$ cat config.mk
export PLATFORM = sky130hd
export DESIGN_NAME = audio_adc_rx
export DESIGN_NICKNAME = d
export VERILOG_FILES = /design/src/rtl/audio_pkg.sv /design/src/rtl/bclk_sync.sv /design/src/rtl/audio_adc_rx.sv
export SDC_FILE = /design/constraint.sdc
export NUM_CORES = 1
export LEC_CHECK = 0
export BUFFER_PORTS_ARGS = -buffer_cell sky130_fd_sc_hd__clkbuf_2
export CAP_MARGIN = 20
export CORE_MARGIN = 2
export CORE_UTILIZATION = 52
export CTS_CLUSTER_DIAMETER = 40
export DETAILED_ROUTE_END_ITERATION = 12
export PLACE_DENSITY = 0.79
export SYNTH_ARGS = -nofsm -noshare
export SYNTH_HDL_FRONTEND = slang
export SYNTH_HIERARCHICAL = 1
export SYNTH_SLANG_ARGS = --single-unit
$ cat constraint.sdc
create_clock -name clk25 -period 2.9 [get_ports clk25]
set_clock_uncertainty 0.15 [all_clocks]
set_input_delay 0.87 -clock clk25 [delete_from_list [all_inputs] [get_ports clk25]]
set_output_delay 0.87 -clock clk25 [all_outputs]
set_load 0.03 [all_outputs]
$ cat src/rtl/audio_pkg.sv
// Shared audio definitions for the codec ADC and DAC paths: sample width and
// serial-frame FSM encoding.
package audio_pkg;

  localparam int AUDIO_SAMPLE_BITS = 16;
  localparam int AUDIO_CNTR_W      = 6;

  typedef enum logic [1:0] {
    ST_IDLE  = 2'd0,
    ST_SYNC  = 2'd1,
    ST_SHIFT = 2'd2
  } audio_state_e;

endpackage

$ cat src/rtl/bclk_sync.sv
// Brings codec BCLK and ADC data into the clk domain; reports BCLK edges with
// data taken from the same delayed stage so bit and edge stay aligned.
module bclk_sync (
  input  logic clk,
  input  logic rst,
  input  logic bclk_i,
  input  logic dat_i,
  output logic rise_o,
  output logic fall_o,
  output logic dat_o
);

  logic [2:0] bclk_q;
  logic [1:0] dat_q;

  always_ff @(posedge clk or posedge rst) begin
    if (rst) begin
      bclk_q <= '0;
      dat_q  <= '0;
    end else begin
      bclk_q <= {bclk_q[1:0], bclk_i};
      dat_q  <= {dat_q[0], dat_i};
    end
  end

  // bclk_q[1] is the synchronized level, bclk_q[2] the edge-detect history
  assign rise_o = bclk_q[1] & ~bclk_q[2];
  assign fall_o = ~bclk_q[1] & bclk_q[2];
  assign dat_o  = dat_q[1];

endmodule

$ cat src/rtl/audio_adc_rx.sv
// Codec ADC serial receiver: issues a one-BCLK frame-sync pulse per request,
// shifts in left/right samples MSB first and presents them with valid/ready.
module audio_adc_rx
  import audio_pkg::*;
#(
  parameter int SAMPLE_BITS = AUDIO_SAMPLE_BITS
) (
  input  logic                          clk25,
  input  logic                          reset25,
  input  logic                          codec_bclk_i,
  input  logic                          codec_adcdat,
  output logic                          codec_adclrc,
  input  logic                          audio_sample_clk,
  output logic signed [SAMPLE_BITS-1:0] audio_left_in,
  output logic signed [SAMPLE_BITS-1:0] audio_right_in,
  output logic                          sample_valid,
  input  logic                          sample_ready,
  output logic                          overrun
);

  localparam logic [AUDIO_CNTR_W-1:0] HALF_BITS = AUDIO_CNTR_W'(SAMPLE_BITS);
  localparam logic [AUDIO_CNTR_W-1:0] LAST_BIT  = AUDIO_CNTR_W'(2 * SAMPLE_BITS - 1);

  logic bclk_rise;
  logic bclk_fall;
  logic bclk_dat;

  bclk_sync u_bclk_sync (
    .clk    (clk25),
    .rst    (reset25),
    .bclk_i (codec_bclk_i),
    .dat_i  (codec_adcdat),
    .rise_o (bclk_rise),
    .fall_o (bclk_fall),
    .dat_o  (bclk_dat)
  );

  audio_state_e                  state_q;
  logic                          start_pending_q;
  logic                          samp_prev_q;
  logic                          lrc_q;
  logic                          valid_q;
  logic                          overrun_q;
  logic [AUDIO_CNTR_W-1:0]       bit_cntr_q;
  logic signed [SAMPLE_BITS-1:0] left_sr_q;
  logic signed [SAMPLE_BITS-1:0] right_sr_q;
  logic signed [SAMPLE_BITS-1:0] left_q;
  logic signed [SAMPLE_BITS-1:0] right_q;

  logic                          samp_rise;
  logic                          frame_start;
  logic                          capture;
  logic                          last_bit;
  logic signed [SAMPLE_BITS-1:0] left_sr_d;
  logic signed [SAMPLE_BITS-1:0] right_sr_d;

  assign samp_rise   = audio_sample_clk & ~samp_prev_q;
  assign frame_start = (state_q == ST_IDLE) && bclk_fall && start_pending_q;
  assign capture     = bclk_rise && (state_q != ST_IDLE);
  assign last_bit    = capture && (state_q == ST_SHIFT) && (bit_cntr_q == LAST_BIT);

  // The final right bit is folded in combinationally so the output registers
  // load in the same cycle as the last capture.
  always_comb begin
    left_sr_d  = left_sr_q;
    right_sr_d = right_sr_q;
    if (capture) begin
      if (bit_cntr_q < HALF_BITS) begin
        left_sr_d = {left_sr_q[SAMPLE_BITS-2:0], bclk_dat};
      end else begin
        right_sr_d = {right_sr_q[SAMPLE_BITS-2:0], bclk_dat};
      end
    end
  end

  always_ff @(posedge clk25 or posedge reset25) begin
    if (reset25) begin
      state_q         <= ST_IDLE;
      start_pending_q <= 1'b0;
      samp_prev_q     <= 1'b0;
      lrc_q           <= 1'b0;
      valid_q         <= 1'b0;
      overrun_q       <= 1'b0;
      bit_cntr_q      <= '0;
      left_sr_q       <= '0;
      right_sr_q      <= '0;
      left_q          <= '0;
      right_q         <= '0;
    end else begin
      samp_prev_q <= audio_sample_clk;
      left_sr_q   <= left_sr_d;
      right_sr_q  <= right_sr_d;

      // A request arriving in the very cycle a frame starts queues another frame
      if (samp_rise) begin
        start_pending_q <= 1'b1;
      end else if (frame_start) begin
        start_pending_q <= 1'b0;
      end

      if (lrc_q && bclk_fall) begin
        lrc_q <= 1'b0;
      end

      case (state_q)
        ST_IDLE: begin
          if (frame_start) begin
            state_q    <= ST_SYNC;
            lrc_q      <= 1'b1;
            bit_cntr_q <= '0;
          end
        end
        ST_SYNC: begin
          if (bclk_rise) begin
            state_q    <= ST_SHIFT;
            bit_cntr_q <= bit_cntr_q + 1'b1;
          end
        end
        ST_SHIFT: begin
          if (bclk_rise) begin
            bit_cntr_q <= bit_cntr_q + 1'b1;
            if (last_bit) begin
              state_q <= ST_IDLE;
            end
          end
        end
        default: state_q <= ST_IDLE;
      endcase

      // A pair accepted in the completion cycle counts as consumed, not overrun
      if (last_bit) begin
        left_q  <= left_sr_d;
        right_q <= right_sr_d;
        valid_q <= 1'b1;
        if (valid_q && !sample_ready) begin
          overrun_q <= 1'b1;
        end
      end else if (valid_q && sample_ready) begin
        valid_q <= 1'b0;
      end
    end
  end

  assign codec_adclrc   = lrc_q;
  assign audio_left_in  = left_q;
  assign audio_right_in = right_q;
  assign sample_valid   = valid_q;
  assign overrun        = overrun_q;

endmodule

# Word-level counts from Yosys, hierarchy flattened

Cells that the tools add are included.

Bits in registers: 82
Latch bits: 0
Memory bits (writable): 0
Bits in read-only memories: 0
Input bits: 6
Output and inout port bits: 35
Logic and storage cells: 66
Memories: 0

Add/sub/neg operators: 1
$mul: 0
Divide/modulo/power cells: 0
Order comparisons: 1
Equal/unequal tests: 8
Shifts and indexed selects: 0
Mux-type cells: 19
Bitwise gates (word level): 6
Reductions and logical operators: 18

Operators by type and width:

| cell                                                   | count |
|---|---|
| two-way mux 16 bit                                     | 4 |
| two-way mux 6 bit                                      | 2 |
| case mux 6 bit (2 select lines)                        | 1 |
| logical AND 1 bit                                      | 8 |
| two-way mux 2 bit                                      | 4 |
| inequality test 2 bit (second input constant)          | 4 |
| nonzero test 2 bit                                     | 4 |
| two-way mux 1 bit                                      | 7 |
| adder 6 x 1 -> 6 bit (second input constant)           | 1 |
| equality test 6 x 5 -> 1 bit (second input constant)   | 1 |
| < comparator 6 x 5 -> 1 bit (second input constant)    | 1 |
| case mux 2 bit (3 select lines)                        | 1 |
| AND reduction 4 bit                                    | 1 |
| bitwise AND 1 bit                                      | 3 |
| NOT 1 bit                                              | 3 |
| AND reduction 3 bit                                    | 1 |
| equality test 2 x 1 -> 1 bit (second input constant)   | 1 |
| equality test 2 bit (second input constant)            | 1 |
| zero test 2 bit                                        | 1 |
| inequality test 2 x 1 -> 1 bit (second input constant) | 1 |
| AND reduction 2 bit                                    | 1 |
| OR reduction 2 bit                                     | 1 |
| zero test 1 bit                                        | 1 |

# Logic depth before layout (Yosys ltp)

Gate-level depths: netlist (run 1).

Depth in word-level cells: 8
Mapped depth: 7
Mapped depth without buffers: 6

# Modules after synthesis

Netlist (run 1), hierarchy kept.

By module, submodules not included:

| module       | times used | cells each | area each (um^2) | seq. area each (um^2) |
|---|---|---|---|---|
| audio_adc_rx | 1          | 202        | 3266.9           | 1926.8 |
| bclk_sync    | 1          | 8          | 143.9            | 125.1 |

# Worst setup path before layout (run 1)

No wires, ideal clock.

Kind: register to register
Start point: register u_bclk_sync.bclk_q[2]
End point: register left_q[13] (netlist: audio_left_in[13])
Library setup time: 0.125 ns
Arrival time: 1.911 ns
Data required time: 2.625 ns
Setup slack: 0.714 ns
Stages on the path, launching flop included: 7
Path buffers: 1
Period minus slack after synthesis: 2.186 ns
Cell sequence: dfrtp_1 nor2b_1 nand2b_4 nor3_4 buf_12 mux2_4 mux2_2

Elaborated cells between the ends (all ways): 6
Those cells by class: mux (1); bitwise (2); reduce/logical (3)

RTL lines:

| what                     | line                | RTL |
|---|---|---|
| start: declaration       | bclk_sync.sv:13     | `logic [2:0] bclk_q;` |
| start signal: assignment | bclk_sync.sv:21     | `bclk_q <= {bclk_q[1:0], bclk_i};` |
| NOT 1 bit                | bclk_sync.sv:27     | `assign rise_o = bclk_q[1] & ~bclk_q[2];` |
| bitwise AND 1 bit        | bclk_sync.sv:27     |  |
| net bclk_rise            | audio_adc_rx.sv:24  | `logic bclk_rise;` |
| logical AND 1 bit        | audio_adc_rx.sv:59  | `assign capture = bclk_rise && (state_q != ST_IDLE);` |
| two-way mux 16 bit       | audio_adc_rx.sv:67  | `if (capture) begin` |
| net left_sr_d[13]        | audio_adc_rx.sv:54  | `logic signed [SAMPLE_BITS-1:0] left_sr_d;` |
| end signal: assignment   | audio_adc_rx.sv:132 | `left_q <= left_sr_d;` |
| end: declaration         | audio_adc_rx.sv:47  | `logic signed [SAMPLE_BITS-1:0] left_q;` |

The timed path passes the listed nets, and every way through them passes these cells.
A chain may end at the register's enable or synchronous reset.

# Worst setup path in the final report (run 1)

Start point: register state_q[0]
End point: register left_q[8] (netlist: audio_left_in[8])

Word-level cells in the longest chain between the ends: 4
Elaborated cells between the ends (all ways): 6
Those cells by class: eq/ne (1); mux (1); reduce/logical (4)

Ends and longest elaborated chain:

| what                           | line                | RTL |
|---|---|---|
| start: declaration             | audio_adc_rx.sv:38  | `audio_state_e state_q;` |
| start signal: assignment       | audio_adc_rx.sv:78  | `state_q <= ST_IDLE;` |
| start signal: assignment       | audio_adc_rx.sv:108 | `state_q <= ST_SYNC;` |
| start signal: assignment       | audio_adc_rx.sv:115 | `state_q <= ST_SHIFT;` |
| nonzero test 2 bit             | audio_adc_rx.sv:59  |  |
| logical AND 1 bit              | audio_adc_rx.sv:59  |  |
| logical AND 1 bit (2 in a row) | audio_adc_rx.sv:60  | `assign last_bit = capture && (state_q == ST_SHIFT) && (bit_cntr_q == LAST_BIT);` |

Parallel ways exist; a longest one is shown, timed or not.

==> results of run 1 <==
-- layer usage --
layer | global-route usage, % | wire length [um]
met5 | 0 | 0
met4 | 9.38 | 126
met1 | 22.8 | 2550
met2 | 23.4 | 2430
met3 | 5.16 | 195
-- power groups by stage --
stage | sequential [uW] | clock, uW | combinational, uW
final | 1350 | 957 | 539
after global routing | 1370 | 1030 | 598
after CTS | 1350 | 984 | 546
after detailed placement | 1370 | 0 | 542
after global placement | 1360 | 0 | 520
after floorplan | 1360 | 0 | 439
-- critical path: stages, from the launching register on --
cell and delay [ns]:
dfrtp_1 0.40, inv_1 0.09, ha_1 0.28, nand2b_4 0.21
nor3_4 0.46, buf_12 0.29, mux2_2 0.36
-- layout make-up --
class	count	area (um^2)
multi-input combinational	114	1260
sequential	82	2050
tap	77	96.3
fill	471	2420
clock inverter	5	104
inverter	9	37.5
clock buffer	10	128
timing repair buffer	44	255
-- sequential cells by signal (all words and copies together), names as in the netlist --
register	count
sample_valid	1
audio_right_in	16
left_sr_q	16
u_bclk_sync/bclk_q	3
state_q	2
samp_prev_q	1
overrun	1
audio_left_in	16
right_sr_q	16
u_bclk_sync/dat_q	2
start_pending_q	1
codec_adclrc	1
bit_cntr_q	6
-- logic make-up after synthesis --
| kind of cell | synth area share, % |
|---|---|
| XOR/XNOR | 1.03 |
| flip-flops | 60.2 |
| AO/OA/AOI/OAI | 2.68 |
| AND/OR/NAND/NOR | 5.06 |
| multiplexers | 26.3 |
| buffers and inverters | 2.90 |
| adder cells (fa/ha/maj) | 1.83 |
-- stage by stage --
stage	area [um^2]	utilization, %	setup WS [ns]	hold WS (ns)	instances
after floorplan	3410	-	0.714	0.181	210
after global placement	3700	58.3	0.635	0.182	326
after detailed placement	3700	58.3	0.524	0.187	326
after CTS	3930	61.9	0.525	0.204	341
after global routing	3930	61.9	0.402	0.211	341
final	3930	61.9	0.548	0.203	341
-- Yosys cell counts --
cell type,number,area share [%]
a21bo_2,1,0.29
a21boi_0,1,0.22
a21o_1,1,0.22
a22o_1,2,0.51
a31o_2,1,0.26
and2b_2,1,0.26
buf_12,1,0.59
buf_6,4,1.3
dfrtp_1,82,60
ha_1,5,1.8
inv_1,9,0.99
mux2_1,2,0.66
mux2_2,28,9.2
mux2_4,36,16
mux2i_1,2,0.59
nand2_1,4,0.44
nand2b_4,1,0.40
nand3_1,4,0.59
nand3b_1,1,0.22
nor2_1,6,0.66
nor2_4,1,0.33
nor2b_1,1,0.18
nor3_1,1,0.15
nor3_4,2,0.95
nor3b_1,2,0.44
nor4_1,1,0.18
nor4b_1,1,0.26
o21ai_0,4,0.59
o221a_4,1,0.59
xnor2_1,4,1.0
-- worst paths after layout --
check,startpoint,to,slack (ns),cells past startpoint
worst max-delay path,state_q[0],audio_left_in[8],0.55,6
worst min-delay path,u_bclk_sync/bclk_q[0],u_bclk_sync/bclk_q[1],0.20,0
worst max register to register,state_q[0],audio_left_in[8],0.55,6
worst min register to register,u_bclk_sync/bclk_q[0],u_bclk_sync/bclk_q[1],0.20,0
max in group asynchronous,reset25,left_sr_q[15],1.52,3
min in group asynchronous,reset25,u_bclk_sync/dat_q[0],0.27,2
==> impl_metrics.toml, run 1 <==
[final_layout]
final_common_cell = "dfrtp_1"
antenna_cells = 0
drive_above_1_share_pct = 49.6
final_cell_mix = "dfrtp_1 (82), clkbuf_2 (40), mux2_4 (36), mux2_2 (28), clkbuf_8 (9)"
syn2layout_area_growth_pct = 15.3
nets = 271

[route]
via_count = 1756
drtIter0Drc = 108
ant_nets = 0
wl_um = 5310
via_per_inst = 5.15
post_drt_wl_per_cell_um = 15.6
drcViolationCount = 0
first_pass_iters = 4

[sta]
tns_ns = 0
max_freq_mhz = 425
rsz0062_at_grt = "no"
tightest_slew_ns = 0.616
period_needed_ns = 2.35
min_period_over_period_pct = 81.1
finalHoldViolCount = 0
slew_headroom_pct = 58.9
final-setup-viol-count = 0
slew_viol_final = 0

[clock_network]
hold_buffers = 0
cts_root_buf = "clkbuf_8"
path_clk_slew_ns = 0.08
cts_resized = 0
clk_path_buf_depth = 2
clk_latency_ns = 0.34
h-tree-depth = 3
post_cts_buffers = 0
clock-sinks = 82
cts_tree = "done"
numCtsBuffers = 9

[power]
ir_drop_uv = 386
p_sw_uw = 738
power_leakage_uw = 0.00201
clockPowerShare_pct = 33.6
p_sw_share_pct = 25.9
power.density_mw_per_mm2 = 724
pwr-share-seq_pct = 47.5
internal_power_uw = 2110
power_uw = 2850
combPwrFrac_pct = 18.9

[floorplanning]
core-area_mm2 = 0.00635
die_h_um = 85.0
die_w_um = 85.0
die_area_mm2 = 0.00722
rows = 29
ios = 41
start_util_pct = 53.7

[logic_synthesis]
avgSynthCellArea_um2 = 16.2
ys_seq_area_share_pct = 60.2
synthesis.instances = 210
ys_types = 30
synth-seq-cells = 82
yosysWarnings = 6
syn_nets = 221
synth_area_mm2 = 0.00341

[global_routing]
grt_usage_pct = 16.6
grt_pass1_vias = 1876
antenna_found_initial = 0
grt_pass1_wl_um = 9120
grt_max_degree = 50
globalRouteOverflowTotal = 0

[run]
drv_cap = 0

[setup_path]
critPathLaunchType = "flip-flop"
cp_data_required_time_ns = 2.98
critPathKind = "reg2reg"
crit_fanout = 28
crit_arrival_ns = 2.43
end_kind = "flip-flop"

[place]
port_buffers = 40
place_hpwl_um = 3580
gp_congestion = 0.740

[outcome]
status = "finished clean"

[worst_hold_path]
hp-class = "reg2reg"
No activity file was read; power rests on OpenSTA's default activity.
==> inputs of run 2 (changes only) <==
CORE_UTILIZATION = 55   (was 52)
PLACE_DENSITY = 0.8   (was 0.79)
clock period = 2.2 ns   (was 2.9 ns; I/O delays follow)
==> run 2 against run 1 <==
  * Global-route usage increased by 1.1 points
  * Sequential cell count is the same
  * Utilization up 6.1 points
  * Fmax grew 11%
  * First-iteration DRC count shrank 35%
  * Non-clock buffer count up 8
  * Die area is 5.2% lower
  * Worst setup slack got worse by 0.46 ns
  * Clock power is 38% higher
  * Count of clock-buffer cells in the layout is the same
  * Critical endpoint is now audio_right_in[6]
  * Highest routed layer unchanged
==> impl_metrics.toml, run 2 (synthesis results as in run 1) <==
[place]
place_area_mm2 = 0.00375
place_hpwl_um = 3430
port_buffers = 40
gp_congestion = 0.718
pre_cts_ws_ns = 0.0658

[route]
first_pass_iters = 4
drcViolationCount = 0
wl_um = 5340
via_count = 1790
drtIter0Drc = 70
via_per_inst = 5.14
post_drt_wl_per_cell_um = 15.4
ant_nets = 0

[final_layout]
final_common_cell = "dfrtp_1"
nets = 279
regArea_mm2 = 0.00205
fill_cells = 421
multiInputGateArea_mm2 = 0.00127
utilization_pct = 68.1
antenna_cells = 0
syn2layout_area_growth_pct = 18.9
drive_above_1_share_pct = 52.4
design_area_mm2 = 0.00405
final_cell_mix = "dfrtp_1 (82), clkbuf_2 (40), mux2_4 (39), mux2_2 (25), clkbuf_8 (10)"

[sta]
max_freq_mhz = 474
hold_ws_ns = 0.0693
final-setup-viol-count = 0
tightest_slew_ns = 0.502
period_needed_ns = 2.11
worst_slack_ns = 0.0890
slew_viol_final = 0
finalHoldViolCount = 0
slew_headroom_pct = 66.5
min_period_over_period_pct = 96.0

[clock_network]
clk_latency_ns = 0.35
numCtsBuffers = 9
h-tree-depth = 3
clk_path_buf_depth = 2
clock-sinks = 82
cts_root_buf = "clkbuf_8"
hold_buffers = 0
cts_tree = "done"
path_clk_slew_ns = 0.08

[floorplanning]
core-area_mm2 = 0.00596
rows = 28
start_util_pct = 57.3
die_w_um = 82.8
ios = 41
die_area_mm2 = 0.00685
die_h_um = 82.8

[setup_path]
cp_data_required_time_ns = 2.28
crit_arrival_ns = 2.20
critPathLaunchType = "flip-flop"
critPathKind = "reg2reg"
crit_fanout = 16
end_kind = "flip-flop"

[global_routing]
antenna_found_initial = 0
globalRouteOverflowTotal = 0
grt_usage_pct = 17.7
grt_pass1_wl_um = 8860
grt_max_degree = 78
grt_pass1_vias = 1834

[power]
power.density_mw_per_mm2 = 958
ir_drop_uv = 804
power_uw = 3880
power_leakage_uw = 0.00207

[worst_hold_path]
hp-class = "in2async"

[run]
drv_cap = 0

[outcome]
status = "finished clean"
run 2: cell types whose count changed in the layout (fill, tap and decap cells not counted), moves of 2 or more:
cell    delta
buf_12     +2
buf_6      +2
mux2_4     +3
buf_4      +4
mux2_2     -3
run 2: routing by layer:
layer / vias up / wire length [um] / GRT usage [%]
li1: 848 / - / -
met3: 7 / 238 / 4.89
met4: 0 / 60 / 7.87
met5: - / 0 / 0
met1: 899 / 2660 / 24.9
met2: 36 / 2390 / 25.8
run 2: final cells by class:
type / instances / share of cell area [%]
clock inverter: 6 / 2.75
multi-input combinational: 114 / 31.4
sequential: 82 / 50.6
clock buffer: 10 / 3.40
timing repair buffer: 52 / 8.58
tap: 75 / 2.31
inverter: 9 / 0.926
run 2: final timing paths:
kind | start | end | slack, ns | depth (start not counted)
max in group asynchronous | reset25 | audio_left_in[13] | 1.31 | 3
max reg2reg | state_q[0] | audio_right_in[6] | 0.09 | 8
max | state_q[0] | audio_right_in[6] | 0.09 | 8
min in group clk25 | u_bclk_sync/dat_q[0] | u_bclk_sync/dat_q[1] | 0.20 | 0
min reg2reg | u_bclk_sync/dat_q[0] | u_bclk_sync/dat_q[1] | 0.20 | 0
min | reset25 | u_bclk_sync/bclk_q[2] | 0.07 | 2
run 2: power by group:
group | switching, uW | total [uW] | internal, uW
Sequential | 116 | 1780 | 1670
Combinational | 356 | 785 | 430
Clock | 529 | 1320 | 787
Total | 1000 | 3880 | 2880
run 2: worst max-delay path: stages, from the launching register on:
cell and delay [ns]:
dfrtp_1 0.42, inv_2 0.06, ha_2 0.19, nand2b_4 0.16
buf_4 0.15, nor2_4 0.10, buf_12 0.16, mux2_2 0.36
mux2_4 0.26
run 2: repair_timing:
item,CTS,global route
gates resized for setup,0,7
hold endpoints to repair,0,0
setup buffers,0,4
setup endpoints to repair,0,15
run 2: through the flow:
step           cells  setup TNS [ns]
5_1_grt          348         -0.0539
6_report         348               0
3_5_place_dp     328               0
3_3_place_gp     328               0
2_1_floorplan    210               0
4_1_cts          344               0
==> inputs of run 3 (changes only) <==
CORE_ASPECT_RATIO = 1.5   (was default)
==> run 3 against run 2 <==
  * Clock power fell by 5%
  * Worst hold slack got worse by 0.012 ns
  * Combinational power fell by 3.6%
  * Count of clock-buffer cells in the layout rose by 1
  * Die area rose by 0.19%
  * Critical path depth fell by 1
  * Final area fell by 0.90%
  * Critical endpoint is now audio_left_in[4]
  * Highest routed layer unchanged
  * Sequential share of layout area rose by 0.46 points
  * Register-to-register slack improved by 0.04 ns
  * Worst setup slack improved by 0.038 ns
  * Routed wire length rose by 2.9%
  * First-iteration DRC count rose by 33%
==> impl_metrics.toml, run 3 (synthesis results as in run 1) <==
[outcome]
status = "finished clean"

[setup_path]
cp_data_required_time_ns = 2.30
crit_fanout = 16
critPathLaunchType = "flip-flop"
end_kind = "flip-flop"
critPathKind = "reg2reg"
crit-reg2reg-launch = "state_q[1]"
timing.rr.end = "audio_left_in[4]"
r2r_slack_ns = 0.13
crit_arrival_ns = 2.17
worst_r2r_path_depth = 7

[global_routing]
antenna_found_initial = 0
grt_pass1_vias = 1968
globalRouteOverflowTotal = 0
grt_pass1_wl_um = 9570
grt_usage_pct = 19.6
grt_max_degree = 26

[sta]
finalHoldViolCount = 0
final-setup-viol-count = 0
period_needed_ns = 2.07
tightest_slew_ns = 0.590
tns_ns = 0
slew_viol_final = 0
min_period_over_period_pct = 94.2
hold_ws_ns = 0.0575
slew_headroom_pct = 60.5
max_freq_mhz = 482
rsz0062_at_grt = "no"

[route]
via_per_inst = 5.26
drcViolationCount = 0
drtIter0Drc = 93
ant_nets = 0
post_drt_wl_per_cell_um = 15.9
via_count = 1813
first_pass_iters = 4
wl_um = 5500

[clock_network]
cts_root_buf = "clkbuf_8"
numCtsBuffers = 9
cts_tree = "done"
path_clk_slew_ns = 0.09
hold_buffers = 0
clock-sinks = 82
cts_resized = 0
clk_latency_ns = 0.36
post_cts_buffers = 0
clk_path_buf_depth = 2
h-tree-depth = 3

[final_layout]
nets = 277
utilization_pct = 66.0
fin_cells = 345
final_common_cell = "dfrtp_1"
final_cell_mix = "dfrtp_1 (82), clkbuf_2 (40), mux2_4 (36), mux2_2 (28), clkbuf_8 (11)"
drive_above_1_share_pct = 51.3
fill_cells = 425
design_area_mm2 = 0.00402
syn2layout_area_growth_pct = 17.8
antenna_cells = 0

[place]
port_buffers = 40
dp.cells = 329
gp_congestion = 0.746
place_hpwl_um = 3940
place_area_mm2 = 0.00378

[run]
drv_cap = 0

[floorplanning]
start_util_pct = 56.0
die_w_um = 68.3
die_h_um = 100
core-area_mm2 = 0.00609
ios = 41
rows = 35
die_area_mm2 = 0.00686

[power]
p_sw_uw = 1010
pwr-share-seq_pct = 46.9
internal_power_uw = 2770
combPwrFrac_pct = 20.0
power.density_mw_per_mm2 = 941
clockPowerShare_pct = 33.1
power_leakage_uw = 0.00205
ir_drop_uv = 573
p_sw_share_pct = 26.6

[worst_hold_path]
hp-class = "in2async"
## run 3: changes by cell type in the layout (fill, tap and decap cells not counted), sizes merged
| cell | change |
|---|---|
| inv | -1 |
| clkinv | +2 |
| buf | -2 |
| bufinv | -1 |
| clkbuf | +1 |
| clkinvlp | -1 |
## run 3: routing by layer
| layer | share of wire (%) | track usage (%) | wire length [um] | up-vias |
|---|---|---|---|---|
| li1 | - | - | - | 845 |
| met1 | 43 | 25.1 | 2360 | 919 |
| met2 | 51 | 29.8 | 2780 | 37 |
| met3 | 3.7 | 5.72 | 202 | 12 |
| met4 | 2.8 | 10.2 | 154 | 0 |
| met5 | 0 | 0 | 0 | - |
## run 3: final cells by class
type	instances	area (um^2)	area share, %
multi-input cells	114	1260	31.4
inverters	9	37.5	0.934
clock inverters	5	86.3	2.15
repair buffers	50	338	8.41
clock buffers	11	151	3.77
flip-flops and latches	82	2050	51.1
well taps	74	92.6	2.30
## run 3: power groups by stage
| stage | registers (uW) | clock network [uW] | logic (uW) |
|---|---|---|---|
| 2_1_floorplan | 1790 | 0 | 579 |
| 3_3_place_gp | 1790 | 0 | 730 |
| 3_5_place_dp | 1800 | 0 | 765 |
| 4_1_cts | 1780 | 1270 | 771 |
| 5_1_grt | 1800 | 1340 | 839 |
| 6_report | 1770 | 1250 | 757 |
## run 3: how the worst max path moves through the flow
stage,from,endpoint,slack [ns],depth (start not counted)
3_5_place_dp,state_q[1],audio_left_in[4],0.11,7
5_1_grt,state_q[1],audio_left_in[3],0.02,7
6_report,state_q[1],audio_left_in[4],0.13,7
2_1_floorplan,u_bclk_sync/bclk_q[2],audio_left_in[13],0.01,6
4_1_cts,state_q[1],audio_left_in[4],0.11,7
3_3_place_gp,state_q[1],audio_left_in[3],0.17,7
## run 3: metrics by stage
stage / setup WS [ns] / total power, uW
after floorplan: 0.0144 / 2370
after global placement: 0.172 / 2520
after detailed placement: 0.109 / 2570
after CTS: 0.112 / 3820
after global routing: 0.0173 / 3980
final: 0.127 / 3780
## run 3: critical path, cell delays in order (launching register included)
cell	delay (ns)
dfrtp_1	0.37
inv_1	0.08
ha_1	0.19
nand2b_4	0.18
nor3_4	0.16
buf_12	0.19
mux2_2	0.35
mux2_1	0.30
